$ cat src/rtl/clock_enable_gen.sv
// clock_enable_gen: per-channel programmable clock-enable ticks and square waves in the boardCLK domain.
// Divisor writes land in a shadow and take effect only at a wrap, sync, stall or while disabled.
module clock_enable_gen #(
   parameter int NUM_CH = 2,
   parameter int CH_W = 1,
   parameter int CNT_W = 16,
   parameter logic [NUM_CH*CNT_W-1:0] DIV_INIT = {16'd4096, 16'd4}
) (
   input  logic              boardCLK,
   input  logic              reset,
   input  logic [NUM_CH-1:0] ch_en,
   input  logic              sync,
   input  logic              cfg_we,
   input  logic [CH_W-1:0]   cfg_ch,
   input  logic [CNT_W-1:0]  cfg_div,
   output logic [NUM_CH-1:0] tick,
   output logic [NUM_CH-1:0] sq,
   output logic [NUM_CH-1:0] pending
);
   for (genvar c = 0; c < NUM_CH; c++) begin : g_ch
      localparam logic [CNT_W-1:0] INIT = DIV_INIT[c*CNT_W +: CNT_W];
      logic [CNT_W-1:0] cnt_q, cnt_d, act_q, act_d, shd_q, shd_d;
      logic tick_q, tick_d, sq_q, sq_d, pend_q, pend_d, wr, apply;
      always_comb begin
         cnt_d = cnt_q;
         tick_d = 1'b0;
         sq_d = sq_q;
         apply = pend_q;
         if (sync) begin
            cnt_d = '0;
            sq_d = 1'b0;
         end else if (ch_en[c]) begin
            if (act_q == '0) cnt_d = '0;
            else if (cnt_q >= act_q - CNT_W'(1)) begin
               cnt_d = '0;
               tick_d = 1'b1;
               sq_d = ~sq_q;
            end else begin
               cnt_d = cnt_q + CNT_W'(1);
               apply = 1'b0;
            end
         end
         // a write in the same cycle only reaches the shadow, never the active divisor
         wr = cfg_we && cfg_ch == CH_W'(c);
         act_d = apply ? shd_q : act_q;
         shd_d = wr ? cfg_div : shd_q;
         pend_d = wr | (pend_q & ~apply);
      end
      always_ff @(posedge boardCLK) begin
         if (reset) begin
            cnt_q <= '0;
            tick_q <= 1'b0;
            sq_q <= 1'b0;
            pend_q <= 1'b0;
            act_q <= INIT;
            shd_q <= INIT;
         end else begin
            cnt_q <= cnt_d;
            tick_q <= tick_d;
            sq_q <= sq_d;
            pend_q <= pend_d;
            act_q <= act_d;
            shd_q <= shd_d;
         end
      end
      assign tick[c] = tick_q;
      assign sq[c] = sq_q;
      assign pending[c] = pend_q;
   end
endmodule

$ cat config.mk
export PLATFORM = sky130hd
export DESIGN_NAME = clock_enable_gen
export DESIGN_NICKNAME = d
export VERILOG_FILES = /design/src/rtl/clock_enable_gen.sv
export SDC_FILE = /design/constraint.sdc
export NUM_CORES = 1
export LEC_CHECK = 0
export ABC_CLOCK_PERIOD_IN_PS = 5050
export CAP_MARGIN = 5
export CORE_MARGIN = 10
export CORE_UTILIZATION = 30
export DETAILED_ROUTE_END_ITERATION = 8
export GPL_ROUTABILITY_DRIVEN = 0
export PLACE_DENSITY = 0.48
export SLEW_MARGIN = 20
export SYNTH_ARGS = -nofsm -noshare
export SYNTH_HDL_FRONTEND = slang
export SYNTH_SLANG_ARGS = --single-unit
$ cat constraint.sdc
create_clock -name boardCLK -period 5.05 [get_ports boardCLK]
set_input_delay 0.505 -clock boardCLK [delete_from_list [all_inputs] [get_ports boardCLK]]
set_output_delay 0.505 -clock boardCLK [all_outputs]
set_load 0.05 [all_outputs]
==> results of run 1 <==
[cells by family after synthesis]
group,synth area share [%]
buffers and inverters,4.49
muxes,5.60
and+or+nand+nor,28.0
DFF,35.7
xor gates and xnor gates,5.36
adders and majority gates,7.88
AOI/OAI and AO/OA,13.0
[where the power goes]
| group | switching, mW | total, mW | internal [mW] |
|---|---|---|---|
| registers | 0.0127 | 0.833 | 0.820 |
| logic | 0.0839 | 0.148 | 0.0643 |
| clock network | 0.329 | 0.670 | 0.341 |
| total | 0.426 | 1.65 | 1.23 |
[registers in the layout, indices dropped and copies added (netlist names)]
signal and cells:
g_ch.cnt_q 32, g_ch.tick_q 2, g_ch.act_q 32, g_ch.sq_q 2
g_ch.shd_q 32, g_ch.pend_q 2
[layer usage]
metal / vias to the layer above / GRT usage, % / wire, um / part of all wire [%]
li1: 2398 / - / - / -
met2: 70 / 16.0 / 5530 / 42
met4: 0 / 4.15 / 230 / 1.7
met3: 13 / 1.79 / 318 / 2.4
met1: 2118 / 15.3 / 7120 / 54
met5: - / 0 / 0 / 0
[synthesized netlist by cell type (4+ instances only)]
cell       number
dfxtp_1       102
nand2_1        97
nand2b_1       67
a21oi_1        45
ha_1           36
mux2i_1        32
nor2_1         29
xnor2_1        28
clkbuf_1       27
nor3_1         18
nor4_1         18
inv_1          15
nand3_1        15
a22o_1         10
nand4_1         9
o21a_1          8
or3_1           8
and3_1          7
o21ai_0         7
o311ai_0        7
xor2_1          7
and2_1          6
buf_4           6
or4_1           6
a2111oi_0       5
a21o_1          5
nor2b_1         5
nor3b_1         5
nor4b_1         5
o22a_1          4
[area by class of cell]
class                           instances  share of cell area (%)
Clock buffer                            9                    3.52
Clock inverter                          7                   0.860
Inverter                               15                   0.880
Multi-Input combinational cell        518                    53.4
Sequential cell                       102                    31.9
Tap cell                              234                    4.57
Timing Repair Buffer                   33                    4.89
[worst max-delay path, cell delays in order (launching register included)]
cell and delay (ns):
dfxtp_1 0.36, or4_1 0.60, or3_1 0.39, nor4_1 0.24, xnor2_1 0.12, ha_1 0.31
nand4_1 0.15, or3_1 0.41, or4_1 0.52, nand3_1 0.41, o31a_1 0.21, buf_4 0.29
mux2i_1 0.23
[path summary, 6_finish.rpt]
kind                                       from                              to  slack, ns  cells past startpoint
setup / recovery  g_ch[1].act_q[5]$_SDFFE_PP0P_  g_ch[1].act_q[14]$_SDFFE_PP0P_       0.74                     12
hold reg to reg   g_ch[0].shd_q[9]$_SDFFE_PP0P_   g_ch[0].shd_q[9]$_SDFFE_PP0P_       0.46                      2
setup reg to reg  g_ch[1].act_q[5]$_SDFFE_PP0P_  g_ch[1].act_q[14]$_SDFFE_PP0P_       0.74                     12
hold / removal    g_ch[0].shd_q[9]$_SDFFE_PP0P_   g_ch[0].shd_q[9]$_SDFFE_PP0P_       0.46                      2
==> summary.md, run 1 <==
| Metric | Value |
|---|---|
| Status | `completed` |
| Fin util | `34.2%` |
| Critical path fanouts, max | `16` |
| HPWL after detailed placement | `~9900 um` |
| Max-slew headroom | `37.2%` |
| Final setup violation count | `0` |
| First-pass GRT wire length | `~22000 um` |
| Row count | `50` |
| Chip Width | `158 um` |
| Worst-Margin Slew | `0.940 ns` |
| Maxcap violations | `0` |
| Sequential area share after synthesis | `35.7%` |
| Tot Pwr | `1.65 mW` |
| Ports | `29` |
| Ant. Diodes | `0` |
| CTS tree | `done` |
| Multi-input gate area | `around 3400 um2` |
| Cell area after synthesis | `5720 um2` |
| Max Freq | `232 MHz` |
| Fin crit share | `85.3%` |
| CTS sink count | `102` |
| Filler cells | `1887` |
| Via density | `5.01` |
| Final cell count without fillers | `918` |
| Worst-Skew Late Latency | `between 0.3 and 0.4 ns` |
| Top_reg_cell synth | `dfxtp_1` |
| Placed Area | `6120 um2` |
| Post-Place Cells | `902` |
| CTS HTree Levels | `3` |
| Mapped Nets | `734` |
| Die Area | `25000 um2` |
| Starting Density | `a little under a third` |
| WL final | `13200 um` |
| Post-route cell area | `6400 um2` |
| # Post-CTS Setup Buffers | `0` |
| Share of cells above drive strength 1 | `4.09%` |
| Post-synthesis sequential element count | `102` |
| Post-route ant nets | `0` |
| Worst Setup End Kind | `flop` |
| Most frequent cells in the layout | `dfxtp_1, nand2_1, nand2b_1, a21oi_1, ha_1` |
| Detailed-route DRC error count | `0` |
| Tmin final | `around 4.3 ns` |
| PwrDens | `258 nW/um2` |
| Post-CTS Resized | `0` |
| Largest net degree at the start of global routing | `~100` |
| Initial antenna violation count | `0` |
| Port buffer count | `28` |
| Final hold viol count | `0` |
| Fin. max-slew vios | `0` |
| Number of synthesized flops with an enable pin | `0` |
| Setup WS post-layout | `0.744 ns` |
| Pleak | `2.33 nW` |
| Avg Synthesized Cell Area | `8.47 um2` |
| Cells after Synth | `675` |
| Drt wl/cell | `14.4 um` |
| Clk root buf | `clkbuf_16` |
| Final #Nets | `738` |
| Clock transition at the registers of the reported paths | `0.07 ns` |
| FFs w/ async S/R, synth | `0%` |
| Tightest Hold Check Type | `flop to flop` |
| Hold_buf cts | `0` |
| Peak supply drop | `0.223 mV` |
| Total negative slack | `0 ns` |
| Synth area leader | `dfxtp_1` |
| Height of the die | `about 160 um` |
| Commonest non-fill, non-tap cell in the layout | `dfxtp_1` |
| Post-place setup slack | `just under 0.8 ns` |
| Synthesis-to-layout area growth | `12.0%` |
| Worst EP arrival | `~4.6 ns` |
| Startpoint type of the worst setup path | `flop` |
| Top cells by area, synth | `dfxtp_1, ha_1, nand2b_1` |
| Register Area | `2040 um2` |
| Placeable Area | `18700 um2` |
| Skew final | `0.0101 ns` |
| Synth warn | `0` |
| Share of the synthesized area in the top cell type | `35.7%` |
| Cell variety after synth | `51` |
| Hold WS | `0.459 ns` |
| Unrepaired setup endpoints after global routing | `false` |
| CTS Buffer Depth | `2` |
| Total iterations of the first detailed-routing run | `4` |
| CTS buffer count | `9` |
| Critical path required time | `about 5.3 ns` |
| Routed via count | `4599` |
| Crit path kind | `flop to flop` |
| Vias in the first global route | `4423` |
| Total grt overflow | `0` |
| Gr usage total | `10.8%` |
| DRT iter0 DRCs | `231` |
(Power assumes the default switching activity.)
==> run 2, diff against run 1 <==
Settings changed: SLEW_MARGIN 20 to 40.
==> summary.md, run 2 (synthesized netlist as in run 1, its figures left out) <==
| Metric | Value |
|---|---|
| Status | `completed` |
| Via density | `5.02 (+0.20%)` |
| CTS sink count | `102 (unchanged)` |
| Pleak | `2.33 nW (about the same)` |
| # Post-CTS Setup Buffers | `0 (unchanged)` |
| Vias in the first global route | `4464 (+0.93%)` |
| Die Area | `25000 um2 (unchanged)` |
| CTS Buffer Depth | `2 (unchanged)` |
| Worst EP arrival | `4.57 ns (about the same)` |
| Hold_buf cts | `0 (unchanged)` |
| Clock transition at the registers of the reported paths | `0.07 ns (about the same)` |
| Unrepaired setup endpoints after global routing | `false` |
| Clk root buf | `clkbuf_16` |
| Height of the die | `158 um (unchanged)` |
| Share of cells above drive strength 1 | `4.24% (+0.15 points)` |
| Final setup violation count | `0 (unchanged)` |
| Ant. Diodes | `0 (unchanged)` |
| CP Cell Sequence | `or4_1, or3_1, nor4_1, xnor2_1, ha_1, nand4_1, or3_1, or4_1, nand3_1, o31a_1, buf_4, mux2i_1` |
| Total iterations of the first detailed-routing run | `4 (unchanged)` |
| Max-slew headroom | `55.2% (+18 points)` |
| Placeable Area | `18700 um2 (unchanged)` |
| HPWL after detailed placement | `9980 um (+0.79%)` |
| Largest net degree at the start of global routing | `102 (unchanged)` |
| Routed via count | `4608 (+0.20%)` |
| Total grt overflow | `0 (unchanged)` |
| WL final | `13400 um (+1.4%)` |
| Chip Width | `158 um (unchanged)` |
| Startpoint type of the worst setup path | `flop` |
| Skew final | `0.00695 ns (-0.00315 ns)` |
| CTS tree | `done` |
| Post-route ant nets | `0 (unchanged)` |
| Critical path fanouts, max | `16 (unchanged)` |
| Fin crit share | `85.0% (-0.25 points)` |
| Detailed-route DRC error count | `0 (unchanged)` |
| Worst-Margin Slew | `0.666 ns (-0.274 ns)` |
| Drt wl/cell | `14.6 um (+1.4%)` |
| Final #Nets | `738 (unchanged)` |
| Fin. max-slew vios | `0 (unchanged)` |
| Initial antenna violation count | `0 (unchanged)` |
| Critical-path top delay cell | `or4_1` |
| CTS HTree Levels | `3 (unchanged)` |
| Max Freq | `233 MHz (+0.29%)` |
| Met3 Use GR | `1.95% (+0.16 points)` |
| Port buffer count | `28 (unchanged)` |
| Final hold viol count | `0 (unchanged)` |
| CP peak stage delay | `0.59 ns (about the same)` |
| Post-CTS Resized | `0 (unchanged)` |
| Maxcap violations | `0 (unchanged)` |
| Largest regs | `g_ch.act_q: 32 flops, g_ch.cnt_q: 32 flops, g_ch.shd_q: 32 flops` |
| Gr usage total | `11.0% (+0.19 points)` |
| PwrDens | `258 nW/um2 (about the same)` |
| First-pass GRT wire length | `22500 um (+1.1%)` |
| Synthesis-to-layout area growth | `12.1%` |
| Worst Setup End Kind | `flop` |
| CTS buffer count | `9 (unchanged)` |
| Tmin final | `4.29 ns (-0.0124 ns)` |
| Worst-Skew Late Latency | `0.35 ns (about the same)` |
| Starting Density | `30.6% (unchanged)` |
| Global route hottest layer | `met2` |
| Row count | `50 (unchanged)` |
| Cell class contributing the biggest share of worst-path delay | `simple AND/OR/NAND/NOR gates` |
| Tightest Hold Check Type | `flop to flop` |
| Critical path required time | `5.33 ns (about the same)` |
| Ports | `29 (unchanged)` |
| Most frequent cells in the layout | `dfxtp_1, nand2_1, nand2b_1, a21oi_1, ha_1` |
| Worst path buffer plus inverter count | `1 (unchanged)` |
| Crit path kind | `flop to flop` |
| Met1 Resource Use GR | `15.6% (+0.34 points)` |
| Global Route met2 Usage | `16.1% (+0.080 points)` |
| Peak supply drop | `0.224 mV (+0.83%)` |
| Tot Pwr | `1.65 mW (about the same)` |
| Total negative slack | `0 ns (unchanged)` |
| Commonest non-fill, non-tap cell in the layout | `dfxtp_1` |
| DRT iter0 DRCs | `394 (+71%)` |
## run 2: cell count changes in the layout (fill, tap and decap cells not counted)
| cell | previous run | this run |
|---|---|---|
| inv_8 | 1 | 2 |
| clkinvlp_4 | 1 | 2 |
| buf_6 | 0 | 1 |
| nor2b_2 | 0 | 1 |
| buf_4 | 5 | 4 |
| inv_6 | 2 | 1 |
| clkinv_4 | 1 | 0 |
| nor2b_1 | 5 | 4 |
## run 2: final timing paths
kind | from | endpoint | slack, ns | depth (start not counted)
setup / recovery | g_ch[1].act_q[5]$_SDFFE_PP0P_ | g_ch[1].act_q[14]$_SDFFE_PP0P_ | 0.76 | 12
hold / removal | g_ch[0].shd_q[0]$_SDFFE_PP0P_ | g_ch[0].shd_q[0]$_SDFFE_PP0P_ | 0.46 | 2
setup reg to reg | g_ch[1].act_q[5]$_SDFFE_PP0P_ | g_ch[1].act_q[14]$_SDFFE_PP0P_ | 0.76 | 12
hold reg to reg | g_ch[0].shd_q[0]$_SDFFE_PP0P_ | g_ch[0].shd_q[0]$_SDFFE_PP0P_ | 0.46 | 2
## run 2: tightest hold or removal path, cell delays in order (launching register included)
cell and delay [ns]:
dfxtp_1 0.31, nand2_1 0.05, a21oi_1 0.05
## run 2: area by class of cell
class                      count  area (um2)
clock buffer                   9         225
inverter                      15        56.3
clock inverter                 7        56.3
multi-input combinational    518        3420
tap                          234         293
sequential                   102        2040
timing repair buffer          33         317
fill                        1916       12300
## run 2: power breakdown
group	leakage [nW]	total (mW)	internal, mW	switching (mW)
sequential	0.827	0.833	0.820	0.0124
clock	0.136	0.672	0.342	0.330
combinational	1.37	0.149	0.0645	0.0843
## run 2: per-layer routing
metal	wire length (um)	part of all wire, %
met1	7180	54
met2	5690	43
met3	349	2.6
met4	168	1.3
met5	0	0
## run 2: per-stage QoR
stage	utilization [%]	std cells	setup WS, ns	hold slack [ns]	cell area, um2
floorplan	-	675	1.31	0.437	5720
global placement	32.7	902	0.924	0.445	6120
detailed placement	32.7	902	0.765	0.447	6120
CTS	34.2	918	0.744	0.457	6400
global route	34.3	918	0.534	0.479	6410
finish	34.3	918	0.757	0.457	6410
